[config.mk]
export PLATFORM = sky130hd
export DESIGN_NAME = qtr_sensor_emulator
export DESIGN_NICKNAME = d
export VERILOG_FILES = /design/src/rtl/qtr_emu_pkg.sv /design/src/rtl/qtr_emu_channel.sv /design/src/rtl/qtr_sensor_emulator.sv
export SDC_FILE = /design/constraint.sdc
export NUM_CORES = 1
export LEC_CHECK = 0
export CAP_MARGIN = 20
export CORE_MARGIN = 2
export CORE_UTILIZATION = 45
export DETAILED_ROUTE_END_ITERATION = 8
export DONT_BUFFER_PORTS = 1
export PLACE_DENSITY = 0.62
export SYNTH_ARGS = -nofsm -noshare
export SYNTH_HDL_FRONTEND = slang
export SYNTH_SLANG_ARGS = --single-unit
[constraint.sdc]
create_clock -name WF_CLK -period 5.1 [get_ports WF_CLK]
set_input_delay 1.02 -clock WF_CLK [delete_from_list [all_inputs] [get_ports WF_CLK]]
set_output_delay 1.02 -clock WF_CLK [all_outputs]
set_load 0.01 [all_outputs]
[src/rtl/qtr_emu_pkg.sv]
// Shared constants and channel state encoding for the QTRX sensor emulator.
package qtr_emu_pkg;

    localparam int TTD_W       = 17;
    localparam int MIN_CHARGE  = 160;
    localparam int DEFAULT_TTD = 1000;
    localparam int DARK_TTD    = 100000;

    typedef enum logic [1:0] {
        IDLE   = 2'b00,
        CHARGE = 2'b01,
        DECAY  = 2'b10
    } ch_state_e;

endpackage

[src/rtl/qtr_emu_channel.sv]
// One emulated reflectance channel: charge detection, timed decay, and its TTD register.
module qtr_emu_channel
    import qtr_emu_pkg::*;
#(
    parameter int TTD_W_P       = TTD_W,
    parameter int MIN_CHARGE_P  = MIN_CHARGE,
    parameter int DEFAULT_TTD_P = DEFAULT_TTD,
    parameter int DARK_TTD_P    = DARK_TTD
) (
    input  logic               WF_CLK,
    input  logic               reset,
    input  logic               drv_en,
    input  logic               drv_val,
    input  logic               emit,
    input  logic [2:0]         noise,
    input  logic               cfg_we,
    input  logic [TTD_W_P-1:0] cfg_ttd,
    output logic               model,
    output logic               decay_busy,
    output logic               decay_done
);

    localparam int   CW          = $clog2(MIN_CHARGE_P + 1);
    localparam logic FULL_AT_ONE = (MIN_CHARGE_P <= 1);

    ch_state_e          state;
    logic [CW-1:0]      chg_cnt;
    logic [CW-1:0]      chg_inc;
    logic [TTD_W_P-1:0] dec_cnt;
    logic [TTD_W_P-1:0] ttd_reg;
    logic [TTD_W_P-1:0] base_ttd;
    logic [TTD_W_P:0]   ttd_sum;
    logic [TTD_W_P-1:0] eff_ttd;

    // Emitter and noise are sampled combinationally so the release edge sees this cycle's values.
    always_comb begin
        base_ttd = emit ? ttd_reg : TTD_W_P'(DARK_TTD_P);
        ttd_sum  = {1'b0, base_ttd} + (TTD_W_P + 1)'(noise);
        eff_ttd  = ttd_sum[TTD_W_P] ? {TTD_W_P{1'b1}} : ttd_sum[TTD_W_P-1:0];
        if (eff_ttd == '0)
            eff_ttd = TTD_W_P'(1);
        chg_inc  = (chg_cnt >= CW'(MIN_CHARGE_P)) ? chg_cnt : chg_cnt + 1'b1;
    end

    assign decay_busy = (state == DECAY);

    // In CHARGE, model holds "fully charged" so a partial release reads low on the first
    // undriven cycle. A full release's own cycle is the first high cycle, so DECAY runs eff_ttd-1.
    always_ff @(posedge WF_CLK) begin
        if (reset) begin
            state      <= IDLE;
            model      <= 1'b0;
            chg_cnt    <= '0;
            dec_cnt    <= '0;
            ttd_reg    <= TTD_W_P'(DEFAULT_TTD_P);
            decay_done <= 1'b0;
        end else begin
            decay_done <= 1'b0;
            if (cfg_we)
                ttd_reg <= cfg_ttd;
            case (state)
                IDLE: begin
                    if (drv_en && drv_val) begin
                        state   <= CHARGE;
                        chg_cnt <= CW'(1);
                        model   <= FULL_AT_ONE;
                    end
                end
                CHARGE: begin
                    if (drv_en) begin
                        if (drv_val) begin
                            chg_cnt <= chg_inc;
                            model   <= (chg_inc >= CW'(MIN_CHARGE_P));
                        end else begin
                            state   <= IDLE;
                            chg_cnt <= '0;
                            model   <= 1'b0;
                        end
                    end else if (chg_cnt >= CW'(MIN_CHARGE_P)) begin
                        chg_cnt <= '0;
                        if (eff_ttd == TTD_W_P'(1)) begin
                            state      <= IDLE;
                            model      <= 1'b0;
                            decay_done <= 1'b1;
                        end else begin
                            state   <= DECAY;
                            dec_cnt <= eff_ttd - 1'b1;
                            model   <= 1'b1;
                        end
                    end else begin
                        state   <= IDLE;
                        chg_cnt <= '0;
                        model   <= 1'b0;
                    end
                end
                DECAY: begin
                    if (drv_en) begin
                        dec_cnt <= '0;
                        if (drv_val) begin
                            state   <= CHARGE;
                            chg_cnt <= CW'(1);
                            model   <= FULL_AT_ONE;
                        end else begin
                            state <= IDLE;
                            model <= 1'b0;
                        end
                    end else if (dec_cnt <= TTD_W_P'(1)) begin
                        state      <= IDLE;
                        dec_cnt    <= '0;
                        model      <= 1'b0;
                        decay_done <= 1'b1;
                    end else begin
                        dec_cnt <= dec_cnt - 1'b1;
                    end
                end
                default: begin
                    state <= IDLE;
                    model <= 1'b0;
                end
            endcase
        end
    end

endmodule

[src/rtl/qtr_sensor_emulator.sv]
// QTRX sensor-side emulator: NCH independent channels, TTD config port, line resolution.
// Optional decay jitter from a 16-bit LFSR when QTR_EMU_NOISE_EN is defined.
module qtr_sensor_emulator
    import qtr_emu_pkg::*;
#(
    parameter int NCH           = 8,
    parameter int TTD_W_P       = TTD_W,
    parameter int MIN_CHARGE_P  = MIN_CHARGE,
    parameter int DEFAULT_TTD_P = DEFAULT_TTD,
    parameter int DARK_TTD_P    = DARK_TTD
) (
    input  logic               WF_CLK,
    input  logic               reset,
    input  logic [NCH-1:0]     drv_en,
    input  logic [NCH-1:0]     drv_val,
    input  logic               emit_even,
    input  logic               emit_odd,
    output logic [NCH-1:0]     line,
    input  logic               cfg_valid,
    input  logic [2:0]         cfg_ch,
    input  logic [TTD_W_P-1:0] cfg_ttd,
    output logic               cfg_ready,
    output logic [NCH-1:0]     decay_busy,
    output logic [NCH-1:0]     decay_done
);

    logic [NCH-1:0] model;
    logic [2:0]     noise;

    assign cfg_ready = 1'b1;
    assign line      = (drv_en & drv_val) | (~drv_en & model);

`ifdef QTR_EMU_NOISE_EN
    logic [15:0] lfsr;

    // Right-shifting Galois form of taps 16,14,13,11.
    always_ff @(posedge WF_CLK) begin
        if (reset)
            lfsr <= 16'hACE1;
        else
            lfsr <= {1'b0, lfsr[15:1]} ^ (lfsr[0] ? 16'hB400 : 16'h0000);
    end

    assign noise = lfsr[2:0];
`else
    assign noise = 3'b000;
`endif

    for (genvar i = 0; i < NCH; i++) begin : g_ch
        qtr_emu_channel #(
            .TTD_W_P       (TTD_W_P),
            .MIN_CHARGE_P  (MIN_CHARGE_P),
            .DEFAULT_TTD_P (DEFAULT_TTD_P),
            .DARK_TTD_P    (DARK_TTD_P)
        ) u_ch (
            .WF_CLK     (WF_CLK),
            .reset      (reset),
            .drv_en     (drv_en[i]),
            .drv_val    (drv_val[i]),
            .emit       ((i % 2 == 0) ? emit_even : emit_odd),
            .noise      (noise),
            .cfg_we     (cfg_valid && cfg_ready && (cfg_ch == 3'(i))),
            .cfg_ttd    (cfg_ttd),
            .model      (model[i]),
            .decay_busy (decay_busy[i]),
            .decay_done (decay_done[i])
        );
    end

endmodule
==> impl_metrics.py, run 1 <==
metrics = {
    "outcome": {
        "outcome": "complete, no violations",
    },
    "cts": {
        "cts_tree": "done",
        "htree_levels": 2,
        "clk_pin_slew_worst_paths_ns": 0.06,
        "cts_sinks": 368,
        "postCtsResizedCells": 0,
        "ctsHoldBuffers": 0,
        "cts.path.max_buffers": 3,
        "ctsRootBufferMaster": "clkbuf_16",
        "cts_buffers": 43,
        "cts_setup_buffers": 0,
        "clk_latency_ns": 0.59,
    },
    "pwr": {
        "power.switching_fraction_pct": 24.63,
        "p_clk_share_pct": 47.7,
        "power_density_nw_per_um2": 268.6,
        "vdd_drop_max_mv": 0.1824,
        "switchingPower_mw": 1.625,
        "p_total_mw": 6.596,
        "p_seq_share_pct": 45.4,
        "p_int_mw": 4.971,
        "combPwrFrac_pct": 6.9,
        "p_leak_nw": 8.686,
    },
    "yosys": {
        "synth_top_cell_by_area": "dfxtp_1",
        "ys.warnings.count": 0,
        "synthArstFlopShare_pct": 0,
        "syn_area_um2": 22880,
        "syn-num-nets": 3222,
        "synth_top_flop_cell": "dfxtp_1",
        "synth_top_area_share_pct": 32.20,
        "synthTopCellsByArea": "dfxtp_1 (32%), nand2_1 (7.6%), o21ai_0 (5.2%), a21oi_1 (5.0%), nor2_1 (4.5%)",
        "synth_edf_count": 0,
        "postSynthAreaPerCell_um2": 7.379,
        "ys_seq_elements": 368,
        "synth_cells": 3101,
        "ys_seq_area_share_pct": 32.20,
        "synth_cell_types": 84,
    },
    "layout": {
        "final_nets": 3105,
        "seq_area_um2": 7367,
        "fillers": 4986,
        "final_design_area_no_fill_um2": 24550,
        "multi_input_area_um2": 14330,
        "fin_cells": 3690,
        "area_growth_pct": 7.311,
        "insertedDiodeCount": 0,
        "drive_gt1_share_pct": 5.003,
        "final_core_util_pct": 48.94,
    },
    "global_route": {
        "antenna_found_initial": 0,
        "grt-ovfl-total": 0,
        "grt_max_degree": 273,
        "grt_pass1_wl_um": 107500,
        "grt_pass1_vias": 21150,
        "grt_usage_pct": 24.13,
    },
    "worst_hold_path": {
        "hp-class": "register to register",
    },
    "setup_path": {
        "path_cells": "or4_1 -> or3_1 -> nor3_1 -> a21oi_1 -> inv_1 -> ha_1 -> or3b_2 -> or4_1 -> o21ai_1 -> o21ai_0 -> a21oi_1",
        "critPathCapture": "g_ch[2].u_ch.dec_cnt[4]",
        "cp-start-kind": "register",
        "cp_max_fo": 10,
        "r2r-end": "g_ch[2].u_ch.dec_cnt[4]",
        "crit_path_end_kind": "register",
        "slowest_delay_ns": 0.61,
        "critical_path.startpoint": "g_ch[2].u_ch.ttd_reg[4]",
        "worstPathRequired_ns": 5.59,
        "r2r_start": "g_ch[2].u_ch.ttd_reg[4]",
        "reg2reg_depth": 11,
        "cp_data_arrival_time_ns": 4.39,
        "crit_slowest_cell": "or4_1",
        "r2r_setup_slack_ns": 1.20,
        "path_class": "register to register",
    },
    "drt": {
        "firstDrtPassIters": 6,
        "via_count": 22680,
        "routedWlPerCell_um": 17.90,
        "drt_iter0_markers": 1820,
        "routed_wl_um": 66050,
        "drc": 0,
        "viasPerCell": 6.147,
        "ant_nets": 0,
    },
    "sta": {
        "timing.fmax_ghz": 0.2564,
        "worst_pin_slew_ns": 1.115,
        "setup_viol": 0,
        "setup_slack_ns": 1.200,
        "fin_skew_ns": 0.02517,
        "holdWs_ns": 0.4628,
        "finalMaxSlewViolations": 0,
        "period_needed_ns": 3.900,
        "max_slew_margin_pct": 25.70,
        "rsz0062_at_grt": "no",
        "fin_crit_sh_pct": 76.47,
        "final_hold_viol_count": 0,
        "fin_tns_setup_ns": 0,
    },
    "floorplan": {
        "dieArea_um2": 52670,
        "row_count": 82,
        "die_y_um": 229.5,
        "core_um2": 50170,
        "io_pins": 66,
        "dieWidth_um": 229.5,
        "start_util_pct": 45.61,
    },
    "placed_design": {
        "dpl.hpwl_um": 44730,
        "dp_cells": 3607,
        "gp_congestion": 0.9175,
        "postPlaceCellArea_um2": 23100,
        "pre_cts_ws_ns": 0.7647,
        "io_buffers": 0,
    },
    "flow_run": {
        "drv_cap": 0,
    },
}
-- cells in the mapped netlist, drive strengths merged (9+ instances only) --
cell	instances
nand2	466
dfxtp	368
nor2	275
o21ai	245
a21oi	230
clkbuf	138
nand3	128
nor3	115
inv	103
ha	80
nor4	68
a31oi	50
buf	49
xor2	47
xnor2	45
or4	41
or3	38
nand2b	36
nand4	33
o22ai	33
a32o	32
nor2b	30
o211ai	30
a22oi	27
and3	26
a32oi	25
or2	25
o32ai	24
a211oi	21
o31ai	21
nor3b	17
nor4b	16
a311oi	15
o21a	15
a21o	14
and2	14
mux2i	13
o221ai	11
o311ai	9
-- final cells by class --
| type | count | share of cell area [%] |
|---|---|---|
| timing repair buffer | 25 | 0.8459 |
| clock inverter | 16 | 0.7796 |
| inverter | 104 | 1.600 |
| multi-input combinational | 2442 | 58.37 |
| tap | 672 | 3.424 |
| clock buffer | 63 | 4.973 |
| sequential | 368 | 30.00 |
-- layer usage --
layer	wire length, µm	up-vias	global-route usage [%]
li1	-	11120	-
met1	29500	10680	31.51
met2	30270	746	39.62
met3	4046	145	4.071
met4	2229	0	9.436
met5	0	-	0
-- power by group through the flow --
stage / logic [mW] / registers, mW / clock network [mW]
6_report: 0.454 / 2.99 / 3.15
5_1_grt: 0.513 / 3.00 / 3.35
4_1_cts: 0.449 / 2.99 / 3.23
3_5_place_dp: 0.447 / 3.05 / 0
3_3_place_gp: 0.438 / 3.05 / 0
2_1_floorplan: 0.418 / 3.03 / 0
-- worst max-delay path, delay by kind of cell (launching register included) --
family / cells / cell delay (ns)
fa+ha+maj: 1 / 0.13
simple gates: 5 / 2.15
flops: 1 / 0.37
buf+inv: 1 / 0.09
compound gates: 4 / 1.06
-- worst min-delay path by stage --
| stage | start | endpoint | slack (ns) | depth (start not counted) |
|---|---|---|---|---|
| floorplan | g_ch[5].u_ch.ttd_reg[16] | g_ch[5].u_ch.ttd_reg[16] | 0.43 | 2 |
| global placement | g_ch[3].u_ch.model | g_ch[3].u_ch.model | 0.44 | 2 |
| detailed placement | g_ch[3].u_ch.model | g_ch[3].u_ch.model | 0.45 | 2 |
| CTS | g_ch[4].u_ch.ttd_reg[16] | g_ch[4].u_ch.ttd_reg[16] | 0.46 | 2 |
| global route | reset | g_ch[5].u_ch.dec_cnt[2] | 0.49 | 1 |
| finish | g_ch[4].u_ch.ttd_reg[16] | g_ch[4].u_ch.ttd_reg[16] | 0.46 | 2 |
-- cell usage in the layout (no fill, tap or decap), types with 14 or more instances in the layout --
cell type  instances
dfxtp_1          368
nand4_1           33
nor3_1           113
or3_1             38
o21a_1            15
a32o_1            32
clkbuf_16         43
a211oi_1          21
o32ai_1           24
a21oi_1          230
o21ai_0          234
and2_1            14
buf_4             22
nor3b_1           17
ha_1              80
or2_2             25
a31oi_1           50
a21o_1            14
xor2_1            47
a311oi_1          15
o211ai_1          30
o31ai_1           19
nor4_1            68
nand2b_1          36
a22oi_1           27
nand3_1          126
nor2_1           275
or4_1             41
a32oi_1           25
nor4b_1           16
o22ai_1           33
nor2b_1           30
and3_1            26
xnor2_1           45
inv_1            103
nand2_1          466
-- kinds of logic after synthesis --
logic type               count (synthesis)  share of synthesized area [%]
AO/OA/AOI/OAI                          890                          25.16
XOR/XNOR                                92                          3.521
adder cells (fa/ha/maj)                 80                          4.374
buffers and inverters                  291                          5.227
flip-flops                             368                          32.20
multiplexers                            14                         0.6179
other                                    1                        0.01639
AND/OR/NAND/NOR                       1365                          28.89
(Power assumes the default switching activity.)
==> run 2: changes to the inputs <==
==> constraint.sdc (replaced) <==
create_clock -name WF_CLK -period 3.9 [get_ports WF_CLK]
set_input_delay 0.78 -clock WF_CLK [delete_from_list [all_inputs] [get_ports WF_CLK]]
set_output_delay 0.78 -clock WF_CLK [all_outputs]
set_load 0.01 [all_outputs]
==> run 2 against run 1 <==
  * Count of clock-buffer cells in the layout shrank 2
  * Largest cell class unchanged
  * Worst setup slack lost 0.94 ns
  * Non-clock buffer count grew 27
  * Critical path depth is the same
==> impl_metrics.py, run 2 (synthesized netlist as in run 1, its figures left out) <==
metrics = {
    "setup_path": {
        "worstPathRequired_ns": 4.33,
        "r2r-end": "g_ch[5].u_ch.dec_cnt[15]",
        "crit_slowest_cell": "or4_1",
        "slowest_delay_ns": 0.58,
        "cpLargestDelayFamily": "simple AND/OR/NAND/NOR gates",
        "cp_max_fo": 10,
        "cp-start-kind": "register",
        "reg2reg_depth": 11,
        "path_class": "register to register",
        "path_cells": "or4_1 -> nor3_1 -> nand3_1 -> and2_1 -> inv_1 -> ha_1 -> or4b_1 -> o31ai_4 -> nand2_1 -> o2111ai_1 -> o221ai_1",
        "cp_data_arrival_time_ns": 4.08,
        "crit_path_end_kind": "register",
        "r2r_setup_slack_ns": 0.26,
        "cp.depth": 11,
        "r2r_start": "g_ch[5].u_ch.ttd_reg[12]",
        "critPathBufInv": 1,
    },
    "sta": {
        "period_needed_ns": 3.645,
        "worst_pin_slew_ns": 1.078,
        "setup_viol": 0,
        "fin_crit_sh_pct": 93.45,
        "finalMaxSlewViolations": 0,
        "fin_skew_ns": 0.009969,
        "final_hold_viol_count": 0,
        "fin_tns_setup_ns": 0,
        "setup_slack_ns": 0.2554,
        "max_slew_margin_pct": 27.76,
        "timing.fmax_ghz": 0.2744,
        "rsz0062_at_grt": "no",
    },
    "global_route": {
        "antenna_found_initial": 0,
        "grt_pass1_vias": 21400,
        "grt_max_degree": 273,
        "grt-ovfl-total": 0,
        "grt_usage_pct": 24.58,
        "grt_pass1_wl_um": 109500,
    },
    "drt": {
        "routedWlPerCell_um": 17.98,
        "drc": 0,
        "viasPerCell": 6.175,
        "drt_iter0_markers": 2031,
        "via_count": 22920,
        "ant_nets": 0,
        "firstDrtPassIters": 5,
        "routed_wl_um": 66730,
    },
    "worst_hold_path": {
        "hp-class": "primary input to register",
        "min_to": "g_ch[2].u_ch.decay_done",
        "hp-start": "drv_en[2]",
        "whs_path_depth": 1,
    },
    "floorplan": {
        "start_util_pct": 45.61,
        "io_pins": 66,
        "die_y_um": 229.5,
        "row_count": 82,
        "core_um2": 50170,
        "dieArea_um2": 52670,
        "dieWidth_um": 229.5,
    },
    "layout": {
        "fillers": 4982,
        "fin_cells": 3712,
        "final_common_cell": "nand2_1",
        "drive_gt1_share_pct": 5.921,
        "final_nets": 3133,
        "area_growth_pct": 8.240,
        "insertedDiodeCount": 0,
        "final_cell_mix": "nand2_1 (466), dfxtp_1 (368), nor2_1 (275)",
    },
    "flow_run": {
        "drv_cap": 0,
    },
    "cts": {
        "cts.path.max_buffers": 3,
        "cts_setup_buffers": 0,
        "htree_levels": 2,
        "postCtsResizedCells": 0,
        "ctsRootBufferMaster": "clkbuf_16",
        "clk_pin_slew_worst_paths_ns": 0.06,
        "cts_tree": "done",
        "cts_buffers": 44,
        "cts_sinks": 368,
        "clk_latency_ns": 0.57,
        "ctsHoldBuffers": 0,
    },
    "placed_design": {
        "dp_cells": 3635,
        "dpl.hpwl_um": 45270,
        "pre_cts_ws_ns": 0.2047,
        "io_buffers": 0,
        "gp_congestion": 0.9151,
    },
    "pwr": {
        "vdd_drop_max_mv": 0.2759,
        "power_density_nw_per_um2": 351.2,
        "p_leak_nw": 8.812,
    },
    "outcome": {
        "outcome": "complete, no violations",
    },
}
run 2: final cells by class:
type / count / area, µm² / share of cell area [%]
multi-input cells: 2442 / 14340 / 57.88
repair buffers: 52 / 394.1 / 1.591
clock buffers: 61 / 1266 / 5.112
well taps: 672 / 840.8 / 3.395
flip-flops and latches: 368 / 7367 / 29.74
inverters: 104 / 392.9 / 1.586
clock inverters: 13 / 170.2 / 0.6870
run 2: power breakdown:
group / internal, mW / switching (mW) / leakage [nW]
combinational: 0.236 / 0.364 / 5.13
clock: 2.51 / 1.67 / 0.706
sequential: 3.83 / 0.0842 / 2.98
run 2: through the flow:
stage	util, %	hold slack, ns	instance area (µm²)	total power, mW
global route	49.37	0.2644	24770	9.027
global placement	46.43	0.4434	23290	4.570
finish	49.37	0.2793	24770	8.698
floorplan	-	0.4312	22880	4.514
CTS	49.31	0.2500	24740	8.798
detailed placement	46.45	0.4555	23300	4.585
run 2: per-layer routing:
metal / vias up / share of wire, % / global-route usage (%)
met5: - / 0 / 0
met4: 0 / 2.5 / 7.792
met3: 119 / 6.4 / 4.021
met2: 737 / 47 / 41.17
met1: 10920 / 44 / 32.21
li1: 11150 / - / -
run 2: how the worst max path moves through the flow:
stage | start | end | slack (ns)
3_5_place_dp | g_ch[2].u_ch.ttd_reg[4] | g_ch[2].u_ch.dec_cnt[8] | 0.20
6_report | g_ch[5].u_ch.ttd_reg[12] | g_ch[5].u_ch.dec_cnt[15] | 0.26
4_1_cts | g_ch[5].u_ch.ttd_reg[12] | g_ch[5].u_ch.dec_cnt[5] | 0.18
3_3_place_gp | g_ch[2].u_ch.ttd_reg[4] | g_ch[2].u_ch.dec_cnt[13] | 0.28
5_1_grt | g_ch[5].u_ch.ttd_reg[12] | g_ch[5].u_ch.dec_cnt[15] | 0.01
2_1_floorplan | emit_odd | g_ch[7].u_ch.dec_cnt[15] | 0.20
